**src/rtl/famicom_bus_pkg.sv**
```systemverilog
// Shared types and default timing for the Famicom CPU-port bus master.
package famicom_bus_pkg;

  typedef enum logic [1:0] {
    S_STOP = 2'd0,
    S_LOW  = 2'd1,
    S_HIGH = 2'd2
  } bus_state_e;

  localparam int unsigned DEF_M2_LOW_CLKS  = 4;
  localparam int unsigned DEF_M2_HIGH_CLKS = 5;
  localparam int unsigned DEF_WDATA_DELAY  = 1;
  localparam logic [15:0] DEF_IDLE_ADDR    = 16'hFFFF;

  typedef struct packed {
    logic [15:0] addr;
    logic        rw;
    logic [7:0]  wdata;
  } bus_req_t;

  function automatic bus_req_t idle_req(input logic [15:0] addr);
    return '{addr: addr, rw: 1'b1, wdata: 8'h00};
  endfunction

endpackage

```
**src/rtl/famicom_irq_sync.sv**
```systemverilog
// Two-flop synchronizer for asynchronous cartridge/PPU-side status lines.
module famicom_irq_sync (
  input  logic clk,
  input  logic rst_n,
  input  logic d,
  output logic q
);

  logic sync_p0;
  logic sync_p1;

  always_ff @(posedge clk or negedge rst_n) begin
    if (!rst_n) begin
      sync_p0 <= 1'b0;
      sync_p1 <= 1'b0;
    end else begin
      sync_p0 <= d;
      sync_p1 <= sync_p0;
    end
  end

  assign q = sync_p1;

endmodule

```
**src/rtl/famicom_cpu_bus_master.sv**
```systemverilog
// Famicom cartridge CPU-port initiator: free-running M2 with one host request
// (or an idle read) per M2 cycle, 2A03-style ROMSEL/R/W/address/data timing.
module famicom_cpu_bus_master
  import famicom_bus_pkg::*;
#(
  parameter int unsigned M2_LOW_CLKS  = DEF_M2_LOW_CLKS,
  parameter int unsigned M2_HIGH_CLKS = DEF_M2_HIGH_CLKS,
  parameter int unsigned WDATA_DELAY  = DEF_WDATA_DELAY,
  parameter logic [15:0] IDLE_ADDR    = DEF_IDLE_ADDR
) (
  input  logic        clk,
  input  logic        rst_n,
  input  logic        run,
  input  logic        req_valid,
  output logic        req_ready,
  input  logic [15:0] req_addr,
  input  logic        req_rw,
  input  logic [7:0]  req_wdata,
  output logic        rsp_valid,
  output logic [7:0]  rsp_data,
  output logic        m2,
  output logic        romsel,
  output logic        cpu_rw,
  output logic [14:0] cpu_addr,
  output logic [7:0]  cpu_data_out,
  output logic        cpu_data_oe,
  input  logic [7:0]  cpu_data_in,
  input  logic        irq_n,
  output logic        irq_sync,
  output logic [31:0] m2_cycles
);

  localparam logic [3:0] LOW_LAST  = 4'(M2_LOW_CLKS - 1);
  localparam logic [3:0] HIGH_LAST = 4'(M2_HIGH_CLKS - 1);
  localparam logic [3:0] WD_PH     = 4'(WDATA_DELAY);

  bus_state_e st_q, st_d;
  logic [3:0] ph_q, ph_d;
  logic       fresh_q;
  bus_req_t   cyc_q;
  bus_req_t   req_in;
  logic       cyc_host_q;
  logic       last_high;
  logic       accept;
  logic       nxt_high;
  logic       oe_d;
  logic       host_read_done;
  logic       irq_asserted;

  assign req_in    = '{addr: req_addr, rw: req_rw, wdata: req_wdata};
  assign last_high = (st_q == S_HIGH) && (ph_q == HIGH_LAST);
  // Cycle start coincides with req_ready: an accept latches the host request,
  // otherwise the same edge latches an idle read.
  assign req_ready = run && (last_high || (st_q == S_STOP));
  assign accept    = req_valid && req_ready;

  assign cpu_rw   = cyc_q.rw;
  assign cpu_addr = cyc_q.addr[14:0];

  always_comb begin
    st_d = st_q;
    ph_d = ph_q + 4'd1;
    unique case (st_q)
      S_STOP: begin
        ph_d = '0;
        if (run) st_d = S_LOW;
      end
      S_LOW: begin
        // Out of reset the block sits in LOW; with run low it parks instead.
        if (fresh_q && !run) begin
          st_d = S_STOP;
          ph_d = '0;
        end else if (ph_q == LOW_LAST) begin
          st_d = S_HIGH;
          ph_d = '0;
        end
      end
      S_HIGH: begin
        if (ph_q == HIGH_LAST) begin
          st_d = run ? S_LOW : S_STOP;
          ph_d = '0;
        end
      end
      default: begin
        st_d = S_STOP;
        ph_d = '0;
      end
    endcase
  end

  assign nxt_high       = (st_d == S_HIGH);
  // Write data is held one clk past the M2 fall.
  assign oe_d           = !cyc_q.rw && ((nxt_high && (ph_d >= WD_PH)) || last_high);
  assign host_read_done = last_high && cyc_host_q && cyc_q.rw;

  always_ff @(posedge clk or negedge rst_n) begin
    if (!rst_n) begin
      st_q         <= S_LOW;
      ph_q         <= '0;
      fresh_q      <= 1'b1;
      m2           <= 1'b0;
      romsel       <= 1'b1;
      cpu_data_oe  <= 1'b0;
      cpu_data_out <= 8'h00;
      cyc_q        <= idle_req(IDLE_ADDR);
      cyc_host_q   <= 1'b0;
      rsp_valid    <= 1'b0;
      rsp_data     <= 8'h00;
      m2_cycles    <= '0;
    end else begin
      st_q        <= st_d;
      ph_q        <= ph_d;
      fresh_q     <= 1'b0;
      m2          <= nxt_high;
      romsel      <= ~(nxt_high && cyc_q.addr[15]);
      cpu_data_oe <= oe_d;
      if (nxt_high && !cyc_q.rw) cpu_data_out <= cyc_q.wdata;

      if (req_ready) begin
        cyc_q      <= accept ? req_in : idle_req(IDLE_ADDR);
        cyc_host_q <= accept;
      end else if (st_d == S_STOP) begin
        cyc_q.rw <= 1'b1;
      end

      rsp_valid <= host_read_done;
      if (host_read_done) rsp_data <= cpu_data_in;
      if (last_high) m2_cycles <= m2_cycles + 32'd1;
    end
  end

  assign irq_asserted = ~irq_n;

  famicom_irq_sync u_irq_sync (
    .clk   (clk),
    .rst_n (rst_n),
    .d     (irq_asserted),
    .q     (irq_sync)
  );

endmodule

```
**config.mk**
```make
export PLATFORM = sky130hd
export DESIGN_NAME = famicom_cpu_bus_master
export DESIGN_NICKNAME = d
export VERILOG_FILES = /design/src/rtl/famicom_bus_pkg.sv /design/src/rtl/famicom_irq_sync.sv /design/src/rtl/famicom_cpu_bus_master.sv
export SDC_FILE = /design/constraint.sdc
export NUM_CORES = 1
export LEC_CHECK = 0
export CORE_MARGIN = 2
export CORE_UTILIZATION = 45
export CTS_BUF_LIST = sky130_fd_sc_hd__clkbuf_8
export CTS_CLUSTER_SIZE = 12
export DETAILED_ROUTE_END_ITERATION = 10
export HOLD_SLACK_MARGIN = 0.12
export PLACE_DENSITY = 0.87
export SLEW_MARGIN = 40
export SYNTH_ARGS = -nofsm -noshare
export SYNTH_HDL_FRONTEND = slang
export SYNTH_HIERARCHICAL = 1
export SYNTH_SLANG_ARGS = --single-unit
```
**constraint.sdc**
```tcl
create_clock -name clk -period 2.5 [get_ports clk]
set_input_delay 0.375 -clock clk [delete_from_list [all_inputs] [get_ports clk]]
set_output_delay 0.375 -clock clk [all_outputs]
set_load 0.1 [all_outputs]
```
==> impl_results.md <==
- Final Max Slew Viols: 0
- Synth Cell Area: 3870 um2
- Layout cells sized above 1: 0.343
- Setup TNS Final: 0 ns
- Clock buffer depth: 2
- CTS tree: done
- Die span in y: 96.8 um
- Initial Util: 0.467
- Average via count per standard cell: approximately 5
- Placed Cells: 546
- Power Total: 0.00472 W
- Synthesis Warnings: 6
- Post-layout min period: 2.46 ns
- CP arrival: 2.09 ns
- Non-Filler Instances: 566
- Syn Area/Cell: 11.1 um2
- Pre-Repair DR Iteration Count: 4
- Syn Inst Count: 348
- Die W: 96.8 um
- Routed wire per std cell: roughly 15 um
- Num CTS Buffers: 9
- VDD IR-drop max: 0.867 mV
- Pre-CTS setup slack: -0.118 ns
- Area leader, netlist: dfrtp_1
- Measured slew at the worst slew-check pin: 0.731 ns
- Area Growth Syn to Fin: 32.8%
- Peak Freq: 406 MHz
- GRT Util Overall: 0.188
- Pwr Density: 918 nW/um2
- Crit path kind: reg -> out
- Hold violation count in the final report: 0
- Post-synth cell types: 44
- PortBufs: 107
- Post-synth EDFFs: 0
- Largest net degree at the start of global routing: 47
- Rows: 33
- Crit. End Element: output port
- # setup viols final: 0
- Total number of vias: 2,883
- Dominant cells by area after synthesis: dfrtp_1 43%, dfstp_2 14%, nand2_1 6.5%, xnor2_1 5.4%, buf_4 3.1%
- Final WL: between 8000 and 9000 um
- Yosys top cell area share: 0.433
- Most frequent cells in the layout: 83 x buf_4, 67 x nand2_1, 58 x dfrtp_1
- Die area: 9370 um2
- Crit share post-route: 0.984
- Final clock skew: 0.0134 ns
- RSZ-0062 raised after global routing: yes
- Root buf cell: clkbuf_8
- FF+latch count, synth: a little under 90
- First-pass GRT wire length: 14,200 um
- Critical-path maximum fanout: 6
- Hold WC Path Type: reg -> reg
- DRC viols: 0
- Setup ws final: 0.0388 ns
- Clock transition at path regs: around 0.08 ns
- MaxCap Viol Count: 0
- Worst Setup Start Kind: flop
- Predominant post-synthesis flop cell: dfrtp_1
- Max-slew headroom: 0.508
- Core Box Area: 8300 um2
- Vias in the first global route: 3,039
- Final nets: 501
- RePlAce Congestion: slightly below 0.9
- Post-DP HPWL: 6180 um
- Worst EP required: 2.12 ns
- FFs w/ async S/R, synth: 1.00
- ANT nets after route: 0
- Leakage dissipation: 2.51 nW
- Num Clock Sinks: 87
- I/O pin cnt: 108
- Initial antenna violation count: 0
- Synth Net Count: 393
- H-Tree Depth: 3
- Clk_lat worst skew: 0.36 ns
- # diodes: 0
- Sequential area share after synthesis: 0.568
- Fill count: 661
- Drt initial violations: 73
- Core Util, Final: 0.620
- Status: complete, no violations
- Total grt overflow: 0
- Commonest non-fill, non-tap cell in the layout: buf_4
## worst max-delay path, stage by stage (launching register included)
cell     delay (ns)
dfstp_2        0.58
inv_1          0.08
ha_2           0.22
and4b_1        0.23
buf_4          0.16
o21ai_2        0.17
inv_2          0.11
buf_12         0.18
## per-layer routing
layer / vias to the layer above / track usage / share of wire
li1: 1377 / - / -
met1: 1381 / 0.228 / 0.43
met2: 111 / 0.308 / 0.48
met3: 14 / 0.0701 / 0.071
met4: 0 / 0.0672 / 0.020
met5: - / 0 / 0
## area by class of cell
class	instances	area (um2)	area share
Sequential cell	87	2210	0.430
Inverter	11	41.3	0.00802
Timing Repair Buffer	123	1040	0.203
Clock buffer	11	151	0.0294
Multi-Input combinational cell	224	1480	0.288
Clock inverter	5	81.3	0.0158
Tap cell	105	131	0.0255
## kinds of logic (layout without fill, tap and decap cells)
family                     after synthesis  after routing  share of synthesized area
AOI/OAI and AO/OA                       29             29                     0.0504
xor gates and xnor gates                34             34                     0.0768
adders and majority gates                7              7                     0.0226
buffers and inverters                   37            150                     0.0552
DFF                                     87             87                      0.568
muxes                                   16             16                     0.0542
other                                    1              1                   0.000968
and+or+nand+nor                        137            137                      0.171
## report_power, final
group | switching (W) | internal, W | leakage (nW)
Sequential | 0.000121 | 0.00171 | 1.12
Clock | 0.000490 | 0.000617 | 0.121
Combinational | 0.00137 | 0.000412 | 1.28
## synthesized netlist by cell type, types with 2 or more instances
master / instances
nand3_1: 19
buf_4: 16
nor3_1: 6
nand2_1: 67
nand4_1: 9
nor2_1: 10
buf_6: 2
xnor2_1: 24
dfrtp_1: 67
o21ai_0: 18
mux2_4: 8
nand2b_1: 2
dfstp_2: 20
xor2_1: 10
nor4_1: 4
inv_1: 11
ha_1: 7
clkbuf_1: 8
mux2_2: 8
and2_1: 2
and3_1: 7
## flip-flops by register name, summed over array words and instances (netlist names), 2 cells and up
name and flops:
cpu_addr 15, cpu_data_out 8, cyc_q 9, m2_cycles 32, ph_q 4, rsp_data 8, st_q 2
## stage by stage
step                      hold slack [ns]  cell area, um2
after CTS                           0.354            5100
final                               0.353            5150
after global placement              0.334            4860
after floorplan                    0.0794            3890
after detailed placement            0.336            4860
after global routing                0.357            5150
## timing repair
item / CTS / global route
setup endpoints to repair: 9 / 9
buffers inserted: 0 / 3
hold buffers: 1 / 0
pin swaps: 1 / 1
endpoints found under the hold margin: 33 / 0
gates cloned: 0 / 0
gates resized for setup: 2 / 5
## path summary, 6_finish.rpt
path                                              startpoint                          end  slack [ns]  cells past startpoint
worst min-delay path            u_irq_sync/sync_p0$_DFF_PN0_       u_irq_sync/q$_DFF_PN0_        0.35                      0
max in group asynchronous                              rst_n            fresh_q$_DFF_PN1_        1.28                      3
worst max-delay path                       st_q[0]$_DFF_PN1_                    req_ready        0.04                      7
min in group asynchronous                              rst_n     m2_cycles[7]$_DFFE_PN0P_        0.54                      2
worst max register to register             ph_q[0]$_DFF_PN0_  cpu_data_out[6]$_DFFE_PN0P_        0.07                      8
worst min register to register  u_irq_sync/sync_p0$_DFF_PN0_       u_irq_sync/q$_DFF_PN0_        0.35                      0
(Power assumes the default switching activity.)
